==> src/rtl/attn_pkg.sv <==
// Shared constants, FSM state type and 16-bit saturation helper for the attention tile.
package attn_pkg;
    localparam int WIDTH = 8;
    localparam int K_DIM = 4;
    localparam int FRAC  = 4;
    localparam int RW    = 2 * WIDTH;
    // Two guard bits: enough headroom for the sum of four RW-bit values.
    localparam int SW    = RW + 2;

    typedef enum logic [1:0] {IDLE, MAC, SUM, DONE} state_t;

    localparam logic signed [SW-1:0] SAT_MAX = SW'(2**(RW-1) - 1);
    localparam logic signed [SW-1:0] SAT_MIN = SW'(-(2**(RW-1)));

    function automatic logic signed [RW-1:0] sat16(input logic signed [SW-1:0] v);
        if (v > SAT_MAX) return SAT_MAX[RW-1:0];
        else if (v < SAT_MIN) return SAT_MIN[RW-1:0];
        return v[RW-1:0];
    endfunction
endpackage

==> src/rtl/mini_pe.sv <==
// Single MAC element: signed multiply, optional fixed-point rescale, saturating accumulate.
module mini_pe
    import attn_pkg::*;
(
    input  logic                    clk,
    input  logic                    _reset,
    input  logic                    clear,
    input  logic                    en,
    input  logic                    int_mul,
    input  logic signed [WIDTH-1:0] a,
    input  logic signed [WIDTH-1:0] b,
    output logic signed [RW-1:0]    acc
);
    logic signed [RW-1:0] prod;
    logic signed [RW-1:0] term;
    logic signed [RW:0]   sum;

    assign prod = a * b;
    assign term = int_mul ? prod : (prod >>> FRAC);
    assign sum  = acc + term;

    always_ff @(posedge clk or negedge _reset) begin
        if (!_reset)    acc <= '0;
        else if (clear) acc <= '0;
        else if (en)    acc <= sat16(SW'(sum));
    end
endmodule

==> src/rtl/mini_pe_array.sv <==
// 2x4 * 4x2 signed matrix tile: four PEs sweep K one step per clock, then a saturated importance sum.
module mini_pe_array
    import attn_pkg::*;
(
    input  logic              clk,
    input  logic              _reset,
    input  logic              enable,
    input  logic              intMul,
    input  logic [WIDTH-1:0]  a00, a01, a02, a03,
    input  logic [WIDTH-1:0]  a10, a11, a12, a13,
    input  logic [WIDTH-1:0]  b1_00, b1_10, b1_20, b1_30,
    input  logic [WIDTH-1:0]  b1_01, b1_11, b1_21, b1_31,
    output logic [RW-1:0]     result0,
    output logic [RW-1:0]     result1,
    output logic [RW-1:0]     result2,
    output logic [RW-1:0]     result3,
    output logic [RW-1:0]     importance,
    output logic              done
);
    localparam int NUM_PE = 4;

    state_t                           state;
    logic [1:0]                       k;
    logic                             int_mul_q;
    logic [1:0][K_DIM-1:0][WIDTH-1:0] a_in, b_in, a_cap, b_cap;
    logic [NUM_PE-1:0][RW-1:0]        acc;
    logic signed [SW-1:0]             imp_sum;
    logic                             clear, mac_en;

    assign a_in[0] = {a03, a02, a01, a00};
    assign a_in[1] = {a13, a12, a11, a10};
    assign b_in[0] = {b1_30, b1_20, b1_10, b1_00};
    assign b_in[1] = {b1_31, b1_21, b1_11, b1_01};

    assign clear  = (state == IDLE) && enable;
    assign mac_en = (state == MAC);

    // PE i computes C[i/2][i%2]
    for (genvar i = 0; i < NUM_PE; i++) begin : g_pe
        localparam int R = i / 2;
        localparam int C = i % 2;
        mini_pe u_pe (
            .clk     (clk),
            ._reset  (_reset),
            .clear   (clear),
            .en      (mac_en),
            .int_mul (int_mul_q),
            .a       (a_cap[R][k]),
            .b       (b_cap[C][k]),
            .acc     (acc[i])
        );
    end

    always_comb begin
        imp_sum = '0;
        for (int i = 0; i < NUM_PE; i++)
            imp_sum = imp_sum + SW'(signed'(acc[i]));
    end

    always_ff @(posedge clk or negedge _reset) begin
        if (!_reset) begin
            state      <= IDLE;
            k          <= '0;
            int_mul_q  <= 1'b0;
            a_cap      <= '0;
            b_cap      <= '0;
            importance <= '0;
            done       <= 1'b0;
        end else begin
            case (state)
                IDLE: if (enable) begin
                    a_cap     <= a_in;
                    b_cap     <= b_in;
                    int_mul_q <= intMul;
                    k         <= '0;
                    state     <= MAC;
                end
                MAC: begin
                    k <= k + 2'd1;
                    if (k == 2'(K_DIM - 1)) state <= SUM;
                end
                SUM: begin
                    importance <= sat16(imp_sum);
                    done       <= 1'b1;
                    state      <= DONE;
                end
                DONE: if (!enable) begin
                    done  <= 1'b0;
                    state <= IDLE;
                end
                default: state <= IDLE;
            endcase
        end
    end

    assign result0 = acc[0];
    assign result1 = acc[1];
    assign result2 = acc[2];
    assign result3 = acc[3];
endmodule

==> config.mk <==
export PLATFORM = sky130hd
export DESIGN_NAME = mini_pe_array
export DESIGN_NICKNAME = d
export VERILOG_FILES = /design/src/rtl/attn_pkg.sv /design/src/rtl/mini_pe.sv /design/src/rtl/mini_pe_array.sv
export SDC_FILE = /design/constraint.sdc
export NUM_CORES = 1
export LEC_CHECK = 0
export ABC_AREA = 1
export BUFFER_PORTS_ARGS = -buffer_cell sky130_fd_sc_hd__buf_2
export CAP_MARGIN = 20
export CORE_MARGIN = 4
export CORE_UTILIZATION = 60
export CTS_CLUSTER_DIAMETER = 200
export DETAILED_ROUTE_END_ITERATION = 8
export PLACE_DENSITY = 0.85
export RECOVER_POWER = 50
export SYNTH_ARGS = -nofsm -noshare
export SYNTH_HDL_FRONTEND = slang
export SYNTH_SLANG_ARGS = --single-unit
==> constraint.sdc <==
create_clock -name clk -period 9.5 [get_ports clk]
set_clock_uncertainty 0.2 [all_clocks]
set_input_delay 1.9 -clock clk [delete_from_list [all_inputs] [get_ports clk]]
set_output_delay 1.9 -clock clk [all_outputs]
set_load 0.02 [all_outputs]
==> flow_summary.toml <==
[timing]
tns_ns = 0
period_needed_ns = 8.67
finalSetupViolations = 0
rsz0062_at_grt = "false"
hold_viol = 0
slew_viol_final = 167
fin_crit_sh_pct = 91.3
max_freq_mhz = 115
tightest_slew_ns = 5.40
relSlewSlack_pct = -260

[route]
postRouteAntennaNets = 0
wl_per_cell_um = 16.1
drt_iter0_markers = 1952
viasPerCell = 5.44
routed_wl_mm = 68.4
vias = 23045
dr.pass1.iters = 5
drc = 0

[synthesis]
syn-num-nets = 4127
ys_warn_count = 0
ys_types = 42
synthFlopType = "dfrtp_1"
synth_seq_area_share_pct = 20.9
syn_inst = 3528
syn_area_um2 = 25600
postSynthAreaPerCell_um2 = 7.25
yosys_register_bits = 214
async_flop_share_pct = 100
synth_edf_count = 0

[floorplanning]
start_util_pct = 60.9
die_w_um = 215
rows = 75
die-area_um2 = 46000
die_y_um = 215
coreArea_um2 = 42000
pin_count = 213

[worst_setup_path]
reg2reg_to = "g_pe[0].u_pe.acc[6]$_DFFE_PN0P_"
crit_buf_inv = 6
criticalPathCategory = "reg2reg"
rr_startpoint = "k[0]$_DFFE_PN0P_"
arrival_ns = 8.93
start_kind = "flip-flop"
cp_max_fo = 65
crit_path_max_incr_delay_ns = 0.77
r2r_cells = 31
r2r_setup_slack_ns = 0.83
cp.required_ns = 9.76
critPathTopFamily = "adder cells"
slowest_stage = "a32oi_1"
cp_common_cell = "nand2_1"
end_kind = "flip-flop"

[place]
io_buffers = 212
place_hpwl_mm = 55.6
gp_congestion = 1.01

[clocking]
post_cts_buffers = 0
cts_root_buf = "clkbuf_16"
clockBufferDepth = 3
cts_hold_buf = 0
cts.sinks = 214
clk_latency_ns = 0.54
ctsResizeCount = 0
cts_buffers = 23
cts_tree = "yes"
cts.reportedPaths.clkPinSlew_ns = 0.06
h-tree-depth = 1

[worst_hold_path]
min_to = "b_cap[46]$_DFFE_PN0P_"
min_path_type = "reg2reg"
worstHoldPathCells = 2
hp-start = "b_cap[46]$_DFFE_PN0P_"

[grt]
grt_pass1_wl_mm = 113
antenna_found_initial = 0
track_usage_pct = 29.7
grt_pass1_vias = 22598
grt_start_max_net_pins = 103
grt_overflow = 0

[cells_and_area]
area_delta_synth_final_pct = 8.20
diodes = 0
layout.nets = 4279
layout-drive-gt1-share_pct = 8.55

[status]
failed_checks = "max-capacitance violations, max-slew violations"
outcome = "complete, but fails checks"

[job]
cap_violations = 2
-- synth_stat cells, types with 4 or more instances --
cell      instances  share of area (%)
nand2_1        1219                 18
inv_1           572                8.4
nor2_1          278                4.1
fa_1            257                 20
dfrtp_1         214                 21
ha_1            210                 10
nand3_1         173                3.4
a21oi_1         142                2.8
o21ai_0          64                1.3
clkbuf_1         54               0.79
xnor2_1          49                1.7
xor2_1           48                1.6
buf_2            28               0.55
a32oi_1          25               0.86
nor3_1           24               0.47
nand2_2          21               0.51
nand3b_1         19               0.56
inv_2            16               0.23
o21bai_1         16               0.47
nand4_1          11               0.27
mux2i_1          10               0.39
buf_6             9               0.40
or2_2             9               0.22
buf_4             8               0.23
and2_1            7               0.17
buf_1             7               0.10
a31oi_1           6               0.15
a21oi_4           4               0.25
a32o_1            4               0.16
nor3_2            4               0.16
-- layout by cell type, fill, tap and decap left out, drive strengths merged, types with 11 or more instances in the layout --
cell,n
inv,590
o21ai,64
o21bai,16
buf,212
fa,257
nor3,28
a32oi,28
or2,12
nand3b,19
nor2,279
dfrtp,214
ha,210
xor2,48
a21oi,147
xnor2,49
nand4,11
clkbuf,58
nand3,174
nand2,1241
-- cell families after synthesis --
group,Yosys count,share of synthesized area [%]
buffers and inverters,696,10.7
and+or+nand+nor,1772,27.9
DFF,214,20.9
muxes,10,0.391
adders and majority gates,467,30.4
AOI/OAI and AO/OA,272,6.35
xor gates and xnor gates,97,3.32
-- tightest hold or removal path: stages, from the launching register on --
cell	delay, ns
dfrtp_1	0.34
nand2_1	0.06
nand2_1	0.05
-- metal layers --
metal / track usage [%] / vias up / share of wire (%)
li1: - / 11097 / -
met1: 41.4 / 10744 / 42
met2: 47.2 / 1024 / 45
met3: 3.74 / 180 / 7.7
met4: 12.4 / 0 / 5.2
met5: 0 / - / 0
-- sequential cells by signal, summed over array words and instances (netlist names) --
| register | count |
|---|---|
| a_cap | 64 |
| b_cap | 64 |
| g_pe.u_pe.acc | 64 |
| importance | 16 |
| k | 2 |
| state | 2 |
| done | 1 |
| int_mul_q | 1 |
-- worst max path at each step --
stage                     start  slack (ns)  cells past startpoint                          endpoint
2_1_floorplan  k[0]$_DFFE_PN0P_        2.78                     39   g_pe[1].u_pe.acc[2]$_DFFE_PN0P_
3_3_place_gp   k[0]$_DFFE_PN0P_        1.09                     31   g_pe[0].u_pe.acc[3]$_DFFE_PN0P_
3_5_place_dp   k[0]$_DFFE_PN0P_        1.03                     31  g_pe[0].u_pe.acc[13]$_DFFE_PN0P_
4_1_cts        k[0]$_DFFE_PN0P_        0.97                     31   g_pe[0].u_pe.acc[4]$_DFFE_PN0P_
5_1_grt        k[1]$_DFFE_PN0P_        0.29                     36  g_pe[1].u_pe.acc[11]$_DFFE_PN0P_
6_report       k[0]$_DFFE_PN0P_        0.83                     31   g_pe[0].u_pe.acc[6]$_DFFE_PN0P_
-- layout make-up --
| cell class | instances | area [um2] |
|---|---|---|
| Inverter | 590 | 2220 |
| Clock buffer | 37 | 708 |
| Multi-Input combinational cell | 2618 | 17500 |
| Fill cell | 3630 | 14400 |
| Tap cell | 539 | 674 |
| Timing Repair Buffer | 233 | 1190 |
| Sequential cell | 214 | 5360 |
| Clock inverter | 5 | 43.8 |
-- metrics by stage --
step | setup WS [ns] | cells | hold slack [ns] | instance area, um2 | util [%]
floorplan | 2.78 | 3528 | 0.249 | 25600 | -
global placement | 1.09 | 4194 | 0.263 | 27000 | 64.2
detailed placement | 1.03 | 4194 | 0.265 | 27000 | 64.2
CTS | 0.966 | 4236 | 0.281 | 27700 | 66.0
global route | 0.294 | 4236 | 0.301 | 27700 | 65.9
finish | 0.829 | 4236 | 0.279 | 27700 | 65.9
Power is left out: the tool's default activity adds up to more than one toggle a clock period on the data nets, which glitch-free logic cannot reach.
